--- src/rtl/decode_stage_pkg.sv ---
// LC-3b decode definitions: opcode encodings, the link register index and the
// decoded control bundle shared by the decode stage and its scoreboard.
package decode_stage_pkg;

  localparam int NREG_DEF = 8;
  localparam int XLEN_DEF = 16;
  localparam int REG_W    = 3;

  localparam logic [3:0] OP_BR   = 4'h0;
  localparam logic [3:0] OP_ADD  = 4'h1;
  localparam logic [3:0] OP_LDB  = 4'h2;
  localparam logic [3:0] OP_STB  = 4'h3;
  localparam logic [3:0] OP_JSR  = 4'h4;
  localparam logic [3:0] OP_AND  = 4'h5;
  localparam logic [3:0] OP_LDW  = 4'h6;
  localparam logic [3:0] OP_STW  = 4'h7;
  localparam logic [3:0] OP_RTI  = 4'h8;
  localparam logic [3:0] OP_XOR  = 4'h9;
  localparam logic [3:0] OP_RSVA = 4'hA;
  localparam logic [3:0] OP_RSVB = 4'hB;
  localparam logic [3:0] OP_JMP  = 4'hC;
  localparam logic [3:0] OP_SHF  = 4'hD;
  localparam logic [3:0] OP_LEA  = 4'hE;
  localparam logic [3:0] OP_TRAP = 4'hF;

  localparam logic [REG_W-1:0] R7 = 3'd7;

  typedef struct packed {
    logic             ld_reg;
    logic             ld_cc;
    logic             use_sr1;
    logic             use_sr2;
    logic             use_cc;
    logic [REG_W-1:0] dr;
  } ctrl_t;

  // Stores carry their data register in the DR field, so SR2 is taken from IR[11:9].
  function automatic logic is_store(input logic [3:0] op);
    return (op == OP_STB) || (op == OP_STW);
  endfunction

endpackage

--- src/rtl/decode_stage_if.sv ---
// Fetch, register-file, writeback and execute-side signals of the decode stage.
// slave is the decode stage's view; master is the surrounding pipeline's view.
interface decode_stage_if
  import decode_stage_pkg::*;
#(
  parameter int NREG = NREG_DEF,
  parameter int XLEN = XLEN_DEF
);
  localparam int SELW = $clog2(NREG);

  logic            if_valid;
  logic [XLEN-1:0] if_ir;
  logic [XLEN-1:0] if_npc;
  logic            if_ready;
  logic            flush;

  logic [SELW-1:0] rf_sr1;
  logic [SELW-1:0] rf_sr2;
  logic [XLEN-1:0] rf_sr1_data;
  logic [XLEN-1:0] rf_sr2_data;

  logic            wb_we;
  logic [SELW-1:0] wb_dr;
  logic [XLEN-1:0] wb_data;
  logic            wb_cc_we;

  logic            de_valid;
  logic            de_ready;
  logic [XLEN-1:0] de_ir;
  logic [XLEN-1:0] de_npc;
  logic [XLEN-1:0] de_sr1_val;
  logic [XLEN-1:0] de_sr2_val;
  logic [SELW-1:0] de_dr;
  logic            de_ld_reg;
  logic            de_ld_cc;

  modport slave (
    input  if_valid, if_ir, if_npc, flush,
    input  rf_sr1_data, rf_sr2_data,
    input  wb_we, wb_dr, wb_data, wb_cc_we,
    input  de_ready,
    output if_ready, rf_sr1, rf_sr2,
    output de_valid, de_ir, de_npc, de_sr1_val, de_sr2_val, de_dr, de_ld_reg, de_ld_cc
  );

  modport master (
    output if_valid, if_ir, if_npc, flush,
    output rf_sr1_data, rf_sr2_data,
    output wb_we, wb_dr, wb_data, wb_cc_we,
    output de_ready,
    input  if_ready, rf_sr1, rf_sr2,
    input  de_valid, de_ir, de_npc, de_sr1_val, de_sr2_val, de_dr, de_ld_reg, de_ld_cc
  );

endinterface

--- src/rtl/decode_stage_scoreboard.sv ---
// Pending-write tracker: one bit per architectural register plus one for NZP.
// Queries report an entry as free when writeback is clearing it this cycle.
module decode_scoreboard
  import decode_stage_pkg::*;
#(
  parameter int NREG = NREG_DEF
) (
  input  logic                    clk,
  input  logic                    rst,
  input  logic                    set_reg,
  input  logic [$clog2(NREG)-1:0] set_dr,
  input  logic                    set_cc,
  input  logic                    clr_reg,
  input  logic [$clog2(NREG)-1:0] clr_dr,
  input  logic                    clr_cc,
  input  logic [$clog2(NREG)-1:0] q_sr1,
  input  logic [$clog2(NREG)-1:0] q_sr2,
  input  logic [$clog2(NREG)-1:0] q_dr,
  output logic                    sr1_busy,
  output logic                    sr2_busy,
  output logic                    dr_busy,
  output logic                    cc_busy
);

  logic [NREG-1:0] pend_q;
  logic [NREG-1:0] pend_d;
  logic [NREG-1:0] set_mask;
  logic [NREG-1:0] clr_mask;
  logic [NREG-1:0] live;
  logic            cc_q;
  logic            cc_d;

  // Clear is applied before set so an issue and a writeback to the same entry leave it pending.
  always_comb begin
    set_mask = '0;
    clr_mask = '0;
    if (set_reg) set_mask[set_dr] = 1'b1;
    if (clr_reg) clr_mask[clr_dr] = 1'b1;
    pend_d = (pend_q & ~clr_mask) | set_mask;
    cc_d   = (cc_q & ~clr_cc) | set_cc;
  end

  always_ff @(posedge clk) begin
    if (rst) begin
      pend_q <= '0;
      cc_q   <= 1'b0;
    end else begin
      pend_q <= pend_d;
      cc_q   <= cc_d;
    end
  end

  assign live     = pend_q & ~clr_mask;
  assign sr1_busy = live[q_sr1];
  assign sr2_busy = live[q_sr2];
  assign dr_busy  = live[q_dr];
  assign cc_busy  = cc_q & ~clr_cc;

endmodule

--- src/rtl/decode_stage.sv ---
// LC-3b decode stage: one-entry instruction latch, opcode decode, writeback bypass
// on the operand reads and scoreboard-gated issue toward execute.
module decode_stage
  import decode_stage_pkg::*;
#(
  parameter int NREG = NREG_DEF,
  parameter int XLEN = XLEN_DEF
) (
  input logic          clk,
  input logic          rst,
  decode_stage_if.slave bus
);

  localparam int SELW = $clog2(NREG);

  logic            vld_p0;
  logic [XLEN-1:0] ir_p0;
  logic [XLEN-1:0] npc_p0;

  ctrl_t           ctrl;
  logic [SELW-1:0] sr1_sel;
  logic [SELW-1:0] sr2_sel;
  logic            sr1_busy;
  logic            sr2_busy;
  logic            dr_busy;
  logic            cc_busy;
  logic            stall;
  logic            issue;
  logic            handoff;
  logic            accept;
  logic            load;

  function automatic ctrl_t decode(input logic [XLEN-1:0] ir);
    ctrl_t c;
    c    = '0;
    c.dr = ir[11:9];
    case (ir[15:12])
      OP_ADD, OP_AND, OP_XOR: begin
        c.use_sr1 = 1'b1;
        c.use_sr2 = ~ir[5];
        c.ld_reg  = 1'b1;
        c.ld_cc   = 1'b1;
      end
      OP_SHF, OP_LDB, OP_LDW: begin
        c.use_sr1 = 1'b1;
        c.ld_reg  = 1'b1;
        c.ld_cc   = 1'b1;
      end
      OP_LEA: c.ld_reg = 1'b1;
      OP_STB, OP_STW: begin
        c.use_sr1 = 1'b1;
        c.use_sr2 = 1'b1;
      end
      OP_JMP: c.use_sr1 = 1'b1;
      OP_JSR: begin
        // IR[11]=0 is JSRR, which jumps through BaseR.
        c.use_sr1 = ~ir[11];
        c.ld_reg  = 1'b1;
        c.dr      = R7;
      end
      OP_TRAP: begin
        c.ld_reg = 1'b1;
        c.dr     = R7;
      end
      OP_BR: c.use_cc = |ir[11:9];
      default: c = '0;
    endcase
    return c;
  endfunction

  function automatic logic [XLEN-1:0] bypass(input logic [SELW-1:0] sel,
                                             input logic [XLEN-1:0] rf_data,
                                             input logic            we,
                                             input logic [SELW-1:0] dr,
                                             input logic [XLEN-1:0] data);
    return (we && (dr == sel)) ? data : rf_data;
  endfunction

  assign ctrl    = decode(ir_p0);
  assign sr1_sel = ir_p0[8:6];
  assign sr2_sel = is_store(ir_p0[15:12]) ? ir_p0[11:9] : ir_p0[2:0];

  decode_scoreboard #(.NREG(NREG)) u_sb (
    .clk     (clk),
    .rst     (rst),
    .set_reg (handoff & ctrl.ld_reg),
    .set_dr  (ctrl.dr),
    .set_cc  (handoff & ctrl.ld_cc),
    .clr_reg (bus.wb_we),
    .clr_dr  (bus.wb_dr),
    .clr_cc  (bus.wb_cc_we),
    .q_sr1   (sr1_sel),
    .q_sr2   (sr2_sel),
    .q_dr    (ctrl.dr),
    .sr1_busy(sr1_busy),
    .sr2_busy(sr2_busy),
    .dr_busy (dr_busy),
    .cc_busy (cc_busy)
  );

  assign stall   = (ctrl.use_sr1 & sr1_busy) | (ctrl.use_sr2 & sr2_busy) |
                   (ctrl.ld_reg & dr_busy)   | (ctrl.use_cc & cc_busy);
  assign issue   = vld_p0 & ~stall & ~bus.flush;
  assign handoff = issue & bus.de_ready;
  assign accept  = ~vld_p0 | handoff;
  assign load    = bus.if_valid & accept & ~bus.flush;

  // p0: fetch -> decode latch; empties on handoff or flush, reloads on the same edge.
  always_ff @(posedge clk) begin
    if (rst) begin
      vld_p0 <= 1'b0;
      ir_p0  <= '0;
      npc_p0 <= '0;
    end else if (load) begin
      vld_p0 <= 1'b1;
      ir_p0  <= bus.if_ir;
      npc_p0 <= bus.if_npc;
    end else if (handoff || bus.flush) begin
      vld_p0 <= 1'b0;
    end
  end

  assign bus.if_ready   = accept;
  assign bus.rf_sr1     = sr1_sel;
  assign bus.rf_sr2     = sr2_sel;
  assign bus.de_valid   = issue;
  assign bus.de_ir      = ir_p0;
  assign bus.de_npc     = npc_p0;
  assign bus.de_dr      = ctrl.dr;
  assign bus.de_ld_reg  = ctrl.ld_reg;
  assign bus.de_ld_cc   = ctrl.ld_cc;
  assign bus.de_sr1_val = bypass(sr1_sel, bus.rf_sr1_data, bus.wb_we, bus.wb_dr, bus.wb_data);
  assign bus.de_sr2_val = bypass(sr2_sel, bus.rf_sr2_data, bus.wb_we, bus.wb_dr, bus.wb_data);

endmodule

--- src/flat_wrapper.sv ---
// flat-port wrapper written by rule: the top's interface ports become plain ports
module decode_stage_flat import decode_stage_pkg::*;
#(
  parameter int NREG = NREG_DEF,
  parameter int XLEN = XLEN_DEF
)
  (clk, rst, bus_if_valid, bus_if_ir, bus_if_npc, bus_flush, bus_rf_sr1_data, bus_rf_sr2_data, bus_wb_we, bus_wb_dr, bus_wb_data, bus_wb_cc_we, bus_de_ready, bus_if_ready, bus_rf_sr1, bus_rf_sr2, bus_de_valid, bus_de_ir, bus_de_npc, bus_de_sr1_val, bus_de_sr2_val, bus_de_dr, bus_de_ld_reg, bus_de_ld_cc);
  decode_stage_if #(.NREG(NREG), .XLEN(XLEN)) bus_i ();
  input logic clk;
  input logic rst;
  input wire logic [$bits(bus_i.if_valid)-1:0] bus_if_valid;
  input wire logic [$bits(bus_i.if_ir)-1:0] bus_if_ir;
  input wire logic [$bits(bus_i.if_npc)-1:0] bus_if_npc;
  input wire logic [$bits(bus_i.flush)-1:0] bus_flush;
  input wire logic [$bits(bus_i.rf_sr1_data)-1:0] bus_rf_sr1_data;
  input wire logic [$bits(bus_i.rf_sr2_data)-1:0] bus_rf_sr2_data;
  input wire logic [$bits(bus_i.wb_we)-1:0] bus_wb_we;
  input wire logic [$bits(bus_i.wb_dr)-1:0] bus_wb_dr;
  input wire logic [$bits(bus_i.wb_data)-1:0] bus_wb_data;
  input wire logic [$bits(bus_i.wb_cc_we)-1:0] bus_wb_cc_we;
  input wire logic [$bits(bus_i.de_ready)-1:0] bus_de_ready;
  output wire logic [$bits(bus_i.if_ready)-1:0] bus_if_ready;
  output wire logic [$bits(bus_i.rf_sr1)-1:0] bus_rf_sr1;
  output wire logic [$bits(bus_i.rf_sr2)-1:0] bus_rf_sr2;
  output wire logic [$bits(bus_i.de_valid)-1:0] bus_de_valid;
  output wire logic [$bits(bus_i.de_ir)-1:0] bus_de_ir;
  output wire logic [$bits(bus_i.de_npc)-1:0] bus_de_npc;
  output wire logic [$bits(bus_i.de_sr1_val)-1:0] bus_de_sr1_val;
  output wire logic [$bits(bus_i.de_sr2_val)-1:0] bus_de_sr2_val;
  output wire logic [$bits(bus_i.de_dr)-1:0] bus_de_dr;
  output wire logic [$bits(bus_i.de_ld_reg)-1:0] bus_de_ld_reg;
  output wire logic [$bits(bus_i.de_ld_cc)-1:0] bus_de_ld_cc;
  assign bus_i.if_valid = bus_if_valid;
  assign bus_i.if_ir = bus_if_ir;
  assign bus_i.if_npc = bus_if_npc;
  assign bus_i.flush = bus_flush;
  assign bus_i.rf_sr1_data = bus_rf_sr1_data;
  assign bus_i.rf_sr2_data = bus_rf_sr2_data;
  assign bus_i.wb_we = bus_wb_we;
  assign bus_i.wb_dr = bus_wb_dr;
  assign bus_i.wb_data = bus_wb_data;
  assign bus_i.wb_cc_we = bus_wb_cc_we;
  assign bus_i.de_ready = bus_de_ready;
  assign bus_if_ready = bus_i.if_ready;
  assign bus_rf_sr1 = bus_i.rf_sr1;
  assign bus_rf_sr2 = bus_i.rf_sr2;
  assign bus_de_valid = bus_i.de_valid;
  assign bus_de_ir = bus_i.de_ir;
  assign bus_de_npc = bus_i.de_npc;
  assign bus_de_sr1_val = bus_i.de_sr1_val;
  assign bus_de_sr2_val = bus_i.de_sr2_val;
  assign bus_de_dr = bus_i.de_dr;
  assign bus_de_ld_reg = bus_i.de_ld_reg;
  assign bus_de_ld_cc = bus_i.de_ld_cc;
  decode_stage #(.NREG(NREG), .XLEN(XLEN)) u_core (.clk(clk), .rst(rst), .bus(bus_i));
endmodule
--- config.mk ---
export PLATFORM = sky130hd
export DESIGN_NAME = decode_stage_flat
export DESIGN_NICKNAME = d
export VERILOG_FILES = /design/src/rtl/decode_stage_pkg.sv /design/src/rtl/decode_stage_if.sv /design/src/rtl/decode_stage_scoreboard.sv /design/src/rtl/decode_stage.sv /design/src/flat_wrapper.sv
export SDC_FILE = /design/constraint.sdc
export NUM_CORES = 1
export LEC_CHECK = 0
export BUFFER_PORTS_ARGS = -buffer_cell sky130_fd_sc_hd__buf_2
export CAP_MARGIN = 40
export CORE_UTILIZATION = 40
export DETAILED_ROUTE_END_ITERATION = 10
export GPL_TIMING_DRIVEN = 0
export PLACE_DENSITY_LB_ADDON = 0.25
export SLEW_MARGIN = 0
export SYNTH_ARGS = -nofsm -noshare
export SYNTH_HDL_FRONTEND = slang
export SYNTH_SLANG_ARGS = --single-unit
export TNS_END_PERCENT = 5
--- constraint.sdc ---
create_clock -name clk -period 4.46 [get_ports clk]
set_input_delay 0.892 -clock clk [delete_from_list [all_inputs] [get_ports clk]]
set_output_delay 0.892 -clock clk [all_outputs]
set_load 0.02 [all_outputs]
==> results_dict.tcl <==
set metrics [dict create \
    outcome "finished, final reports clean" \
    viasPerCell 6.15 \
    crit_path_top_delay_cell "nor4_4" \
    start_util_pct 41.2 \
    synthCells 472 \
    timing.setup.tns_ps 0 \
    synth_most_common_cell "clkbuf_1" \
    yosys_warnings 0 \
    drt_wl_total_um 13700 \
    synth-simple-area-share_pct 32.7 \
    ctsResizeCount 0 \
    worstPathCellList "clkbuf_1, nand4b_1, a21boi_2, xnor2_1, nor4_4, buf_2, mux2_1, buf_2" \
    drcViolationCount 0 \
    max_cap_violations 0 \
    yosys.area_share.xor_xnor_pct 1.39 \
    hold_violations 0 \
    p_leak_nw 1.88 \
    rsz0062_at_grt "no" \
    yosysTopAreaCell "dfxtp_1" \
    grt_max_degree 13 \
    hp-class "reg2reg" \
    crit_top_cell "buf_2" \
    clk_latency_ps 300 \
    worst_slew_pin_slew_ps 812 \
    crit_family "buffers and inverters" \
    max_freq_mhz 240 \
    synth_seq_cells 42 \
    worstPathArrival_ps 3270 \
    coreArea_sq_mm 0.00920 \
    syn_area_per_cell_sq_um 8.03 \
    fp-row-count 35 \
    grt_use_total_pct 26.5 \
    path_buf_inv 3 \
    gp_congestion 0.882 \
    cts.root.buffer_cell "clkbuf_8" \
    portBuffers 161 \
    synthMuxAreaShare_pct 12.1 \
    drt-wirelength-per-cell_um 18.2 \
    async_reset_ff_share_pct 0 \
    drive_gt1_share_pct 32.9 \
    globalRouteOverflowTotal 0 \
    fin_crit_sh_pct 93.3 \
    critPathRequiredTime_ps 3570 \
    ys.flop_type "dfxtp_1" \
    synth.distinct_cells 58 \
    synth_nets 562 \
    fin_skew_ps 11.2 \
    cts_max_level 2 \
    antenna_found_initial 0 \
    die_w_um 99.3 \
    synth_area_sq_mm 0.00379 \
    critPathKind "reg2out" \
    synth_common_cells "45 x clkbuf_1, 44 x nand2_1, 42 x dfxtp_1" \
    cts_tree "yes" \
    die_y_um 99.3 \
    first_pass_iters 6 \
    synth-edff-count 0 \
    min_period_ps 4160 \
    grt_pass1_vias 4299 \
    worstPathMaxFanout 10 \
    nets 730 \
    grt_first_pass_wirelength_um 21300 \
    r2r_setup_slack_ps 1380 \
    finalMaxSlewViolations 0 \
    cpPeakStageDelay_ps 550 \
    dieArea_sq_mm 0.00986 \
    drtIter0Drc 374 \
    synth-adder-area-share_pct 0 \
    cts-buffers-inserted 5 \
    startpoint_type "register" \
    clkSlewWorstSetupHoldPaths_ps 90 \
    setup_violations 0 \
    p_per_area_mw_per_mm2 224 \
    cts_buffer_depth 2 \
    synth_top_family_by_area "simple AND/OR/NAND/NOR gates" \
    final_antenna_net_count 0 \
    syn_to_final_growth_pct 27.3 \
    max_slew_margin_pct 45.1 \
    dp_hpwl_um 10300 \
    end_kind "primary output" \
    synthTopCellsByArea "dfxtp_1 22%, nor4b_1 7.4%, o311ai_1 6.7%, nor3b_1 6.3%, nand4_1 5.9%" \
    post_cts_buffers 0 \
    holdBufCountCts 0 \
    cts.sinks 42 \
    yosysSeqAreaShare_pct 22.2 \
    vias 4624 \
    ios 167 \
    irDropWorstVdd_uv 148 \
    antenna_cells 0 \
    whs_ps 499 \
    yosysTopAreaCellShare_pct 22.2 \
    synth_compound_gate_area_share_pct 23.5 \
]
state kept, by name, summed over array words and instances, names as in the netlist:
signal              flops
u_core.vld_p0           1
u_core.u_sb.pend_q      8
u_core.bus.de_ir       16
u_core.bus.de_npc      16
u_core.u_sb.cc_q        1
area by class of cell:
cell class                      instances  area (sq um)
Timing Repair Buffer                  161           806
Fill cell                             919          4370
Buffer                                 63           259
Multi-Input combinational cell        354          2640
Clock buffer                            7          86.3
Sequential cell                        42           841
Clock inverter                          1          5.00
Inverter                               13          48.8
Tap cell                              111           139
cell families (layout without fill, tap and decap cells):
logic type | count (synthesis) | in the layout
mux | 40 | 40
compound gates | 114 | 114
xor+xnor | 6 | 6
flops | 42 | 42
buf+inv | 76 | 245
simple gates | 194 | 194
through the flow:
step / util (%) / setup slack, ps / instances / instance area (sq um) / total power [mW]
floorplan: - / 831 / 472 / 3790 / 0.675
CTS: 52.5 / 320 / 752 / 4820 / 1.08
global placement: 51.5 / 647 / 744 / 4730 / 0.812
global route: 52.5 / 67.8 / 752 / 4820 / 1.13
detailed placement: 51.5 / 605 / 744 / 4730 / 0.818
finish: 52.5 / 298 / 752 / 4820 / 1.08
layer usage:
layer  vias up  global-route usage (%)  wire (um)
met5         -                       0          0
met4         0                    8.94        246
met3        32                    3.94        954
met2       236                    43.6       6470
met1      2161                    35.4       6050
li1       2195                       -          -
worst register-to-register path, cell delays in order, from the launching register on:
cell and delay (ps):
dfxtp_1 430, clkbuf_1 400, nor2_1 80, o21ai_1 140
or3b_1 440, o2111ai_1 330, a221o_1 190, clkbuf_1 320
nand4_2 300, o41ai_1 330
where the power goes:
group          internal (mW)  switching (mW)  leakage, nW  total [mW]
combinational          0.151           0.248         1.49       0.399
clock                  0.125           0.141       0.0482       0.266
sequential             0.394          0.0220        0.342       0.416
path summary, 6_finish.rpt:
path / endpoint / depth (start not counted) / startpoint
min: u_core.bus.de_ir[4] / 2 / u_core.bus.de_ir[4]
min reg2reg: u_core.bus.de_ir[4] / 2 / u_core.bus.de_ir[4]
max reg2reg: u_core.u_sb.pend_q[2] / 9 / u_core.bus.de_ir[14]
max: bus_de_sr2_val[11] / 8 / u_core.bus.de_ir[13]
layout by cell type (no fill, tap or decap), types with 7 or more instances in the layout:
| master | synthesis | layout |
|---|---|---|
| nor4b_1 | 32 | 32 |
| dfxtp_1 | 42 | 42 |
| o22ai_1 | 7 | 7 |
| nand2b_1 | 7 | 7 |
| nand4_1 | 36 | 36 |
| mux2_1 | 16 | 16 |
| o311ai_1 | 29 | 29 |
| nand2_1 | 44 | 44 |
| buf_2 | 9 | 170 |
| clkbuf_1 | 45 | 46 |
| inv_1 | 10 | 10 |
| nor3b_1 | 32 | 32 |
| nor2_1 | 11 | 11 |
| a31oi_1 | 33 | 33 |
| mux2_2 | 16 | 16 |
Power figures use the tool's default switching activity.
